File: config.mk
export PLATFORM = sky130hd
export DESIGN_NAME = keypad_set_controller
export DESIGN_NICKNAME = d
export VERILOG_FILES = /design/src/rtl/alarmclock_pkg.sv /design/src/rtl/keypad_encoder.sv /design/src/rtl/keypad_set_controller.sv
export SDC_FILE = /design/constraint.sdc
export NUM_CORES = 1
export LEC_CHECK = 0
export BUFFER_PORTS_ARGS = -buffer_cell sky130_fd_sc_hd__buf_2
export CORE_MARGIN = 1.5
export CORE_UTILIZATION = 53
export CTS_BUF_LIST = sky130_fd_sc_hd__clkbuf_8
export DETAILED_ROUTE_END_ITERATION = 6
export PLACE_DENSITY = 0.77
export REMOVE_ABC_BUFFERS = 1
export SLEW_MARGIN = 15
export SYNTH_ARGS = -nofsm -noshare
export SYNTH_HDL_FRONTEND = slang
export SYNTH_SLANG_ARGS = --single-unit
File: constraint.sdc
create_clock -name clk -period 2.3 [get_ports clk]
set_input_delay 0.345 -clock clk [delete_from_list [all_inputs] [get_ports clk]]
set_output_delay 0.345 -clock clk [all_outputs]
set_load 0.02 [all_outputs]
File: src/rtl/alarmclock_pkg.sv
// Shared types and constants for the alarm clock keypad entry path.
package alarmclock_pkg;

  localparam int unsigned NUM_KEYS   = 10;
  localparam int unsigned DIGIT_W    = 4;
  localparam int unsigned NUM_DIGITS = 4;
  localparam int unsigned COUNT_W    = 3;
  localparam int unsigned HHMM_W     = NUM_DIGITS * DIGIT_W;

  localparam logic MODE_TIME  = 1'b0;
  localparam logic MODE_ALARM = 1'b1;

  // BCD range limits for a 24-hour HH:MM value
  localparam logic [DIGIT_W-1:0] BCD_HT_MAX    = 4'd2;
  localparam logic [DIGIT_W-1:0] BCD_HU_MAX_20 = 4'd3;
  localparam logic [DIGIT_W-1:0] BCD_MT_MAX    = 4'd5;
  localparam logic [DIGIT_W-1:0] BCD_DIGIT_MAX = 4'd9;

  typedef enum logic [1:0] {
    IDLE  = 2'd0,
    ENTER = 2'd1,
    CHECK = 2'd2,
    LOAD  = 2'd3
  } entry_state_t;

  typedef struct packed {
    logic [DIGIT_W-1:0] h_tens;
    logic [DIGIT_W-1:0] h_units;
    logic [DIGIT_W-1:0] m_tens;
    logic [DIGIT_W-1:0] m_units;
  } hhmm_t;

  // True when the BCD HH:MM value is a legal 24-hour time
  function automatic logic hhmm_valid(input hhmm_t v);
    logic ok;
    ok = (v.h_tens  <= BCD_HT_MAX)    &&
         (v.m_tens  <= BCD_MT_MAX)    &&
         (v.h_units <= BCD_DIGIT_MAX) &&
         (v.m_units <= BCD_DIGIT_MAX);
    if ((v.h_tens == BCD_HT_MAX) && (v.h_units > BCD_HU_MAX_20)) begin
      ok = 1'b0;
    end
    return ok;
  endfunction

endpackage

File: src/rtl/keypad_encoder.sv
// Combinational one-hot keypad to BCD digit encoder; valid only for exactly one key.
module keypad_encoder
  import alarmclock_pkg::*;
(
  input  logic [NUM_KEYS-1:0] i_keys,
  output logic [DIGIT_W-1:0]  o_digit_c,
  output logic                o_valid_c
);

  // Encode the set bit index and flag the exactly-one-hot case
  always_comb begin
    o_digit_c = '0;
    for (int unsigned n = 0; n < NUM_KEYS; n++) begin
      if (i_keys[n]) begin
        o_digit_c = DIGIT_W'(n);
      end
    end
    o_valid_c = (i_keys != '0) && ((i_keys & (i_keys - NUM_KEYS'(1))) == '0);
  end

endmodule

File: src/rtl/keypad_set_controller.sv
// Keypad entry sequencer for new time/alarm values: collects four BCD digits,
// range-checks them and issues a one-cycle load strobe or an error pulse.
// Optional inter-key timeout abort is enabled by defining KEYPAD_TIMEOUT_EN.
module keypad_set_controller
  import alarmclock_pkg::*;
#(
  parameter int unsigned          TIMEOUT_W      = 24,
  parameter logic [TIMEOUT_W-1:0] TIMEOUT_CYCLES = TIMEOUT_W'(10_000_000)
) (
  input  logic                clk,
  input  logic                reset,
  input  logic                alarm_button,
  input  logic                time_button,
  input  logic [NUM_KEYS-1:0] keypad_buttons,
  output logic                entry_active,
  output logic                entry_mode,
  output logic [COUNT_W-1:0]  digit_count,
  output logic [HHMM_W-1:0]   entry_digits,
  output logic                load_time,
  output logic                load_alarm,
  output logic [HHMM_W-1:0]   load_value,
  output logic                entry_error
);

  entry_state_t        r_state, w_state_d;
  logic                r_alarm_q, r_time_q, r_key_q;
  logic                r_mode, w_mode_d;
  logic [COUNT_W-1:0]  r_count, w_count_d;
  hhmm_t               r_digits, w_digits_d;
  logic                r_active, w_active_d;
  logic                r_load_time, w_load_time_d;
  logic                r_load_alarm, w_load_alarm_d;
  logic [HHMM_W-1:0]   r_load_value, w_load_value_d;
  logic                r_error, w_error_d;

  logic                w_alarm_edge, w_time_edge, w_key_edge, w_key_valid;
  logic                w_mode_edge;
  logic [DIGIT_W-1:0]  w_key_digit_c;
  logic                w_onehot_c;
  logic                w_timer_clr;
  logic                w_timeout;

  keypad_encoder u_encoder (
    .i_keys    (keypad_buttons),
    .o_digit_c (w_key_digit_c),
    .o_valid_c (w_onehot_c)
  );

  assign w_alarm_edge = alarm_button & ~r_alarm_q;
  assign w_time_edge  = time_button & ~r_time_q;
  assign w_key_edge   = (|keypad_buttons) & ~r_key_q;
  assign w_key_valid  = w_key_edge & w_onehot_c;
  assign w_mode_edge  = w_alarm_edge | w_time_edge;

`ifdef KEYPAD_TIMEOUT_EN
  logic [TIMEOUT_W-1:0] r_idle_cnt;

  // Idle-cycle counter for the inter-key timeout
  always_ff @(posedge clk or negedge reset) begin
    if (!reset) begin
      r_idle_cnt <= '0;
    end else if (w_timer_clr) begin
      r_idle_cnt <= '0;
    end else begin
      r_idle_cnt <= r_idle_cnt + TIMEOUT_W'(1);
    end
  end

  assign w_timeout = (r_idle_cnt == (TIMEOUT_CYCLES - TIMEOUT_W'(1)));
`else
  logic w_unused_timeout_cfg;

  // Timeout compiled out: keep its configuration referenced, never fire
  assign w_timeout            = 1'b0;
  assign w_unused_timeout_cfg = ^{TIMEOUT_CYCLES, w_timer_clr};
`endif

  // State, input history and registered outputs
  always_ff @(posedge clk or negedge reset) begin
    if (!reset) begin
      r_state      <= IDLE;
      r_alarm_q    <= 1'b0;
      r_time_q     <= 1'b0;
      r_key_q      <= 1'b0;
      r_mode       <= MODE_TIME;
      r_count      <= '0;
      r_digits     <= '0;
      r_active     <= 1'b0;
      r_load_time  <= 1'b0;
      r_load_alarm <= 1'b0;
      r_load_value <= '0;
      r_error      <= 1'b0;
    end else begin
      r_state      <= w_state_d;
      r_alarm_q    <= alarm_button;
      r_time_q     <= time_button;
      r_key_q      <= |keypad_buttons;
      r_mode       <= w_mode_d;
      r_count      <= w_count_d;
      r_digits     <= w_digits_d;
      r_active     <= w_active_d;
      r_load_time  <= w_load_time_d;
      r_load_alarm <= w_load_alarm_d;
      r_load_value <= w_load_value_d;
      r_error      <= w_error_d;
    end
  end

  // Next-state and next-output decode
  always_comb begin
    w_state_d      = r_state;
    w_mode_d       = r_mode;
    w_count_d      = r_count;
    w_digits_d     = r_digits;
    w_load_time_d  = 1'b0;
    w_load_alarm_d = 1'b0;
    w_load_value_d = r_load_value;
    w_error_d      = 1'b0;
    w_timer_clr    = 1'b1;

    unique case (r_state)
      IDLE: begin
        if (w_mode_edge) begin
          w_state_d  = ENTER;
          w_mode_d   = w_time_edge ? MODE_TIME : MODE_ALARM;
          w_count_d  = '0;
          w_digits_d = '0;
        end
      end
      ENTER: begin
        w_timer_clr = 1'b0;
        if (w_mode_edge) begin
          // Restart wins over any key on the same cycle
          w_mode_d    = w_time_edge ? MODE_TIME : MODE_ALARM;
          w_count_d   = '0;
          w_digits_d  = '0;
          w_timer_clr = 1'b1;
        end else if (w_key_valid) begin
          w_digits_d  = {r_digits.h_units, r_digits.m_tens, r_digits.m_units, w_key_digit_c};
          w_count_d   = r_count + COUNT_W'(1);
          w_timer_clr = 1'b1;
          if (r_count == COUNT_W'(NUM_DIGITS - 1)) begin
            w_state_d = CHECK;
          end
        end else if (w_timeout) begin
          w_state_d  = IDLE;
          w_error_d  = 1'b1;
          w_count_d  = '0;
          w_digits_d = '0;
        end
      end
      CHECK: begin
        if (hhmm_valid(r_digits)) begin
          w_state_d      = LOAD;
          w_load_value_d = r_digits;
          w_load_time_d  = (r_mode == MODE_TIME);
          w_load_alarm_d = (r_mode == MODE_ALARM);
        end else begin
          w_state_d = IDLE;
          w_error_d = 1'b1;
        end
      end
      LOAD: begin
        w_state_d = IDLE;
      end
      default: begin
        w_state_d = IDLE;
      end
    endcase

    w_active_d = (w_state_d == ENTER) || (w_state_d == CHECK);
  end

  assign entry_active = r_active;
  assign entry_mode   = r_mode;
  assign digit_count  = r_count;
  assign entry_digits = r_digits;
  assign load_time    = r_load_time;
  assign load_alarm   = r_load_alarm;
  assign load_value   = r_load_value;
  assign entry_error  = r_error;

endmodule

==> results of run 1 <==
-- per-stage QoR --
stage	cell area, sq um	setup WS, ns	power [uW]
6_report	2560	0.281	1580
3_5_place_dp	2430	0.0302	901
3_3_place_gp	2430	0.0727	901
4_1_cts	2560	0.288	1590
5_1_grt	2560	0.196	1650
2_1_floorplan	2010	0.0107	845
-- metal layers --
metal | GRT usage | part of all wire
met4 | 0.0781 | 0.018
met5 | 0 | 0
met1 | 0.301 | 0.46
met3 | 0.0428 | 0.041
met2 | 0.365 | 0.48
-- final cells by class --
cell class,instances,share of cell area
Tap cell,48,0.0234
Inverter,9,0.0132
Timing Repair Buffer,63,0.138
Multi-Input combinational cell,125,0.335
Clock buffer,5,0.0268
Clock inverter,3,0.0254
Sequential cell,45,0.439
-- state kept, by name, indices dropped and copies added (netlist names) --
register,count
digit_count,3
load_time,1
entry_error,1
r_key_q,1
load_value,16
entry_mode,1
r_time_q,1
entry_digits,16
entry_active,1
load_alarm,1
r_alarm_q,1
r_state,2
-- cell usage after synthesis, types with 2 or more instances --
| cell type | number | area share |
|---|---|---|
| nand2_1 | 35 | 0.064 |
| a2111oi_0 | 2 | 0.0085 |
| nor4_2 | 2 | 0.012 |
| o21ai_0 | 4 | 0.0097 |
| nand3_1 | 2 | 0.0048 |
| nor2b_1 | 6 | 0.018 |
| nor2_1 | 10 | 0.018 |
| clkbuf_1 | 4 | 0.0073 |
| inv_1 | 9 | 0.016 |
| dfrtp_1 | 45 | 0.55 |
| and3_1 | 2 | 0.0061 |
| a21oi_1 | 3 | 0.0073 |
| a22o_1 | 2 | 0.0085 |
| a32o_1 | 2 | 0.0097 |
| nor3_1 | 4 | 0.0097 |
| mux2_2 | 13 | 0.071 |
| nor4_1 | 3 | 0.0091 |
| buf_2 | 2 | 0.0048 |
| mux2i_1 | 16 | 0.078 |
| o211ai_1 | 2 | 0.0073 |
| ha_1 | 2 | 0.012 |
-- how the worst max path moves through the flow --
stage	start	to	cells past startpoint
final	entry_digits[7]	load_value[8]	4
after global routing	keypad_buttons[0]	entry_digits[7]	7
after CTS	entry_digits[7]	load_value[8]	4
after detailed placement	keypad_buttons[0]	entry_digits[1]	7
after global placement	keypad_buttons[1]	entry_digits[1]	7
after floorplan	r_state[0]	digit_count[0]	5
-- kinds of logic after synthesis --
logic type | synth area share
buf+inv | 0.0412
compound gates | 0.0836
simple gates | 0.169
flops | 0.545
mux | 0.148
fa+ha+maj | 0.0121
-- report_power, final --
group / leakage [uW] / switching, uW / internal, uW
Sequential: 0.000606 / 1.97 / 794
Combinational: 0.000710 / 62.3 / 26.9
Clock: 0.0000681 / 262 / 431
Total: 0.00138 / 326 / 1250
==> results.txt, run 1 <==
status -> finished clean
placed cells -> 290
Final ANT Viol Nets -> 0
register area -> 0.00113 sq mm
Seq cells post-synth -> 45
Critical Path, Cell by Cell -> a2111oi_0 > and4_1 > buf_12 > mux2_2
sequential area share after synthesis -> 0.545
fin crit share -> 0.878
Top Family by Delay on Critical Path -> compound AO/OA/AOI/OAI gates
CP Data Arrival Time -> 2.20 ns
final WL -> 4.26 mm
vias after detailed routing -> 1635
Worst EP required -> 2.48 ns
worst r2r path cells -> 4
peak fanout along the critical path -> 15
CTS Buffer Depth -> 2
Clock Latency Late Sink -> 0.29 ns
Setup violations, final -> 0
area of the multi-input gates -> 858 sq um
global-route wire length before repair -> 7.33 mm
power density over cell area -> 615 mW/mm^2
max frequency -> 0.495 GHz
RR Endpoint -> load_value[8]
Num CTS Buffers -> 5
I/O pin total -> 54
Hold/Removal Path Class -> input pin to async pin
crit path max-delay cell type -> a2111oi_0
worst vdd ir -> 0.400 mV
worst r2r src -> entry_digits[7]
CP bufs+invs -> 1
Core ar. -> 0.00369 sq mm
Warnings, synthesis -> 0
Critical Path Sink Type -> flip-flop
Total Neg Setup Slack -> 0 ns
antenna violations before repair -> 0
Max-cap violations -> 0
Routed WL per cell -> 14.3 microns
cell count after synthesis -> 187
kind of critical path -> flip-flop to flip-flop
Slew HR -> 0.586
gr ovfl total -> 0
CTS sink cnt -> 45
most common cell after layout, fill and taps aside -> buf_2
Layout Cells excl Fill -> 298
nets -> 265
Die Ht -> 65.4 microns
Port-buffer cells -> 53
worst hold margin -> 0.105 ns
Setup Skew -> 0.00364 ns
Clock transition at path regs -> 0.08 ns
TritonCTS clock tree -> yes
vias in the first global route -> 1608
Post-CTS Resized -> 0
drc violations -> 0
First DRT Iteration DRCs -> 148
Pins Over Slew Limit -> 0
H-tree depth -> 2
final core occ -> 0.695
Worst Tran Pin Value -> 0.605 ns
first drt pass iteration count -> 5
Area growth syn-to-layout -> 24.2%
setup bufs post-CTS -> 0
number of library cell types mapped by synthesis -> 38
cts hold-fix bufs -> 0
Layout fillers -> 287
RSZ-0062 raised after global routing -> false
Synth Flop Type -> dfrtp_1
min Tclk post-route -> 2.02 ns
Starting Density -> 0.560
hpwl dp -> 3.04 mm
FP Rows -> 22
largest net degree at the start of global routing -> 46
n_diodes -> 0
FF-to-FF setup slack -> 0.28 ns
Leak -> 0.00138 uW
DR vias/cell -> 5.49
Critical Path Source Type -> flip-flop
Avg Inst Size Synth -> 11.0 sq um
die width -> 65.4 microns
Synth Cell Area -> 0.00206 sq mm
Total GRT Usage -> 0.224
Routability Congestion -> 0.767
crit-path max cell delay -> 0.59 ns
Final Hold Viols -> 0
root buffer cell -> clkbuf_8
most frequent cells in the layout -> buf_2, dfrtp_1, nand2_1
EDFF count, synth -> 0
die area -> 0.00428 sq mm
ys async rst share -> 1.00
layout cells sized above 1 -> 0.352
(Power assumes the default switching activity.)
==> run 2, diff against run 1 <==
--- a/config.mk
+++ b/config.mk
@@ -10,7 +10,7 @@
 export CORE_UTILIZATION = 53
 export CTS_BUF_LIST = sky130_fd_sc_hd__clkbuf_8
 export DETAILED_ROUTE_END_ITERATION = 6
-export PLACE_DENSITY = 0.77
+export PLACE_DENSITY = 0.8
 export REMOVE_ABC_BUFFERS = 1
 export SLEW_MARGIN = 15
 export SYNTH_ARGS = -nofsm -noshare
==> results.txt, run 2 (synthesis results as in run 1) <==
Routability Congestion -> 0.799
Routed WL per cell -> 14.0 microns
most common cell after layout, fill and taps aside -> buf_2
nets -> 267
Starting Density -> 0.560
hpwl dp -> 3.01 mm
worst r2r path cells -> 5
launch point of the worst hold path -> time_button
peak fanout along the critical path -> 15
DR vias/cell -> 5.47
first drt pass iteration count -> 4
CTS Buffer Depth -> 2
layout cells sized above 1 -> 0.349
metal3 WL -> 227 microns
Hold Path Sink -> r_time_q
Setup Skew -> 0.00528 ns
RSZ-0062 raised after global routing -> false
Pins Over Slew Limit -> 0
Worst Tran Pin Value -> 0.385 ns
H-tree depth -> 2
Port-buffer cells -> 53
setup bufs post-CTS -> 0
final core occ -> 0.697
Setup violations, final -> 0
status -> finished clean
Critical Path Sink Type -> flip-flop
Total Neg Setup Slack -> 0 ns
kind of critical path -> input pin to flip-flop
Hold Path Stages -> 1
final WL -> 4.21 mm
Max-cap violations -> 0
met1 WL -> 1.90 mm
Core ar. -> 0.00369 sq mm
uppermost routed layer -> met4
worst vdd ir -> 0.283 mV
largest net degree at the start of global routing -> 21
gr ovfl total -> 0
I/O pin total -> 54
Die Ht -> 65.4 microns
drc violations -> 0
Final Hold Viols -> 0
First DRT Iteration DRCs -> 72
Post-CTS Resized -> 0
Area growth syn-to-layout -> 24.6%
n_diodes -> 0
Num CTS Buffers -> 5
CP Data Arrival Time -> 2.15 ns
vias after detailed routing -> 1642
global-route wire length before repair -> 7.19 mm
Clock Latency Late Sink -> 0.30 ns
FP Rows -> 22
wire length on met2 -> 2.01 mm
fin crit share -> 0.841
root buffer cell -> clkbuf_8
Critical Path Source Type -> input pin
Slew HR -> 0.736
CTS sink cnt -> 45
Final ANT Viol Nets -> 0
cts hold-fix bufs -> 1
Worst EP required -> 2.51 ns
power density over cell area -> 572 mW/mm^2
worst r2r src -> entry_digits[5]
antenna violations before repair -> 0
most frequent cells in the layout -> buf_2, dfrtp_1, nand2_1
Total GRT Usage -> 0.220
FF-to-FF setup slack -> 0.38 ns
vias in the first global route -> 1562
TritonCTS clock tree -> yes
Leak -> 0.00139 uW
Clock transition at path regs -> 0.08 ns
RR Endpoint -> load_value[6]
Hold/Removal Path Class -> input pin to flip-flop
die area -> 0.00428 sq mm
die width -> 65.4 microns
min Tclk post-route -> 1.93 ns
max frequency -> 0.517 GHz
==> run 2: worst max-delay path by stage <==
stage | to | from | slack [ns] | cells past startpoint
finish | entry_digits[13] | keypad_buttons[1] | 0.37 | 7
global route | entry_digits[7] | keypad_buttons[0] | 0.28 | 7
CTS | entry_digits[13] | keypad_buttons[1] | 0.37 | 7
detailed placement | entry_digits[13] | keypad_buttons[1] | 0.06 | 7
global placement | entry_digits[1] | keypad_buttons[1] | 0.08 | 7
floorplan | digit_count[0] | r_state[0] | 0.01 | 5
==> run 2: metrics by stage <==
step | power (uW) | setup WS (ns) | hold WS (ns) | std cells | instance area [sq um]
after floorplan | 845 | 0.0107 | 0.0494 | 179 | 2010
after global placement | 902 | 0.0840 | 0.274 | 291 | 2450
after detailed placement | 902 | 0.0619 | 0.270 | 291 | 2450
after CTS | 1480 | 0.365 | 0.157 | 300 | 2570
after global routing | 1540 | 0.282 | 0.151 | 300 | 2570
final | 1470 | 0.367 | 0.159 | 300 | 2570
==> run 2: critical path: stages <==
cell,delay (ns)
buf_2,0.13
nor4_1,0.35
o211ai_1,0.15
and3_1,0.21
or4_4,0.60
buf_12,0.19
mux2i_1,0.17
==> run 2: per-layer routing <==
| metal | GRT usage | vias to the layer above |
|---|---|---|
| li1 | - | 786 |
| met1 | 0.290 | 794 |
| met2 | 0.365 | 56 |
| met3 | 0.0428 | 6 |
| met4 | 0.0781 | 0 |
| met5 | 0 | - |
==> run 2: layout make-up <==
cell class                      count  area (sq um)
Fill cell                         293          1120
Sequential cell                    45          1130
Inverter                            9          33.8
Timing Repair Buffer               65           383
Clock buffer                        5          68.8
Multi-Input combinational cell    125           858
Clock inverter                      3          42.5
Tap cell                           48          60.1
==> run 2: report_power, final <==
part           switching, uW  internal [uW]  leakage [uW]
Combinational           63.2           29.2      0.000726
Clock                    262            322     0.0000595
Sequential              2.05            794      0.000606
Total                    327           1140       0.00139
==> run 3, diff against run 2 <==
--- a/config.mk
+++ b/config.mk
@@ -7,10 +7,10 @@
 export LEC_CHECK = 0
 export BUFFER_PORTS_ARGS = -buffer_cell sky130_fd_sc_hd__buf_2
 export CORE_MARGIN = 1.5
-export CORE_UTILIZATION = 53
+export CORE_UTILIZATION = 49
 export CTS_BUF_LIST = sky130_fd_sc_hd__clkbuf_8
 export DETAILED_ROUTE_END_ITERATION = 6
-export PLACE_DENSITY = 0.8
+export PLACE_DENSITY = 0.78
 export REMOVE_ABC_BUFFERS = 1
 export SLEW_MARGIN = 15
 export SYNTH_ARGS = -nofsm -noshare
==> constraint.sdc (replaced) <==
create_clock -name clk -period 1.7 [get_ports clk]
set_input_delay 0.255 -clock clk [delete_from_list [all_inputs] [get_ports clk]]
set_output_delay 0.255 -clock clk [all_outputs]
set_load 0.02 [all_outputs]
==> results.txt, run 3 (synthesis results as in run 1) <==
uppermost routed layer -> met4
final core occ -> 0.731
peak fanout along the critical path -> 7
Setup Slack @ Placement -> -0.403 ns
layout cells sized above 1 -> 0.448
n_diodes -> 0
failing checks -> negative setup slack
Final ANT Viol Nets -> 0
Clock transition at path regs -> 0.09 ns
Clock Latency Late Sink -> 0.30 ns
final setup margin -> -0.0349 ns
First DRT Iteration DRCs -> 135
first drt pass iteration count -> 4
Hold/Removal Path Class -> input pin to async pin
I/O pin total -> 54
final WL -> 5.08 mm
Port-buffer cells -> 53
die area -> 0.00461 sq mm
wire length on met2 -> 2.55 mm
worst hold margin -> 0.0218 ns
kind of critical path -> flip-flop to flip-flop
nets -> 294
worst vdd ir -> 0.539 mV
FF-to-FF setup slack -> -0.03 ns
Area growth syn-to-layout -> 42.7%
metal3 WL -> 195 microns
Worst Tran Pin Value -> 0.554 ns
RSZ-0062 raised after global routing -> true
H-tree depth -> 2
Worst EP required -> 1.92 ns
Starting Density -> 0.512
fin crit share -> 1.02
met1 WL -> 2.27 mm
die width -> 67.9 microns
Routed WL per cell -> 15.4 microns
DR vias/cell -> 5.33
Pins Over Slew Limit -> 0
power density over cell area -> 692 mW/mm^2
Critical Path Source Type -> flip-flop
global-route wire length before repair -> 7.63 mm
Die Ht -> 67.9 microns
hpwl dp -> 3.25 mm
Routability Congestion -> 0.873
cts hold-fix bufs -> 0
CP Data Arrival Time -> 1.95 ns
Setup violations, final -> 12
largest net degree at the start of global routing -> 46
status -> finished, violations left
RR Endpoint -> entry_digits[7]
TritonCTS clock tree -> yes
root buffer cell -> clkbuf_8
worst r2r path cells -> 5
gr ovfl total -> 0
Leak -> 0.00158 uW
Total GRT Usage -> 0.220
Setup Skew -> 0.00596 ns
vias in the first global route -> 1640
Num CTS Buffers -> 5
drc violations -> 0
Core ar. -> 0.00403 sq mm
Critical Path Sink Type -> flip-flop
CTS Buffer Depth -> 2
most common cell after layout, fill and taps aside -> buf_2
CP startpoint -> r_key_q
max frequency -> 0.576 GHz
most frequent cells in the layout -> buf_2, dfrtp_1, nand2_1, buf_4, mux2i_1
min Tclk post-route -> 1.73 ns
FP Rows -> 23
Final Power -> 2040 uW
Final Hold Viols -> 0
Max-cap violations -> 0
Slew HR -> 0.631
Layout fillers -> 281
antenna violations before repair -> 0
vias after detailed routing -> 1754
worst r2r src -> r_key_q
CTS sink cnt -> 45
[run 3: cell types whose count changed in the layout (fill, tap and decap cells not counted), sizes merged]
cell,change
buf,+26
clkbuf,+2
dlygate4sd3,-1
[run 3: critical path, stage by stage, from the launching register on]
cell	delay, ns
dfrtp_1	0.38
a221oi_2	0.21
nand2_1	0.08
or4_4	0.62
buf_12	0.18
mux2i_1	0.17
[run 3: metrics by stage]
| step | setup TNS (ns) | cells | cell area, sq um |
|---|---|---|---|
| detailed placement | -8.53 | 316 | 2630 |
| floorplan | -9.05 | 179 | 2010 |
| global placement | -7.49 | 316 | 2630 |
| finish | -0.176 | 329 | 2950 |
| global route | -1.12 | 329 | 2950 |
| CTS | 0 | 324 | 2780 |
[run 3: power breakdown]
part           internal [uW]  total, uW  switching, uW
combinational           61.2        160           99.0
sequential              1070       1080           2.48
clock                    435        804            368
[run 3: worst max path at each step]
stage	end	cells past startpoint
global route	entry_digits[12]	5
detailed placement	entry_digits[15]	7
finish	entry_digits[7]	5
CTS	load_value[5]	4
floorplan	digit_count[0]	5
global placement	entry_digits[1]	7
[run 3: what timing repair did]
item | in CTS | in global routing
gates resized for setup | 9 | 23
gates cloned | 0 | 2
setup buffers | 0 | 3
hold endpoints to repair | 0 | 0
pin swaps | 3 | 6
setup endpoints to repair | 31 | 33
[run 3: metal layers]
| metal | track usage | vias to the layer above |
|---|---|---|
| li1 | - | 837 |
| met5 | 0 | - |
| met3 | 0.0510 | 8 |
| met4 | 0.0500 | 0 |
| met1 | 0.298 | 872 |
| met2 | 0.362 | 37 |
[run 3: layout make-up]
class	instances	area, sq um	share of cell area
inverter	9	33.8	0.0115
sequential	45	1130	0.382
clock inverter	3	42.5	0.0144
tap	50	62.6	0.0212
clock buffer	5	68.8	0.0234
multi-input combinational	125	988	0.335
timing repair buffer	92	624	0.212
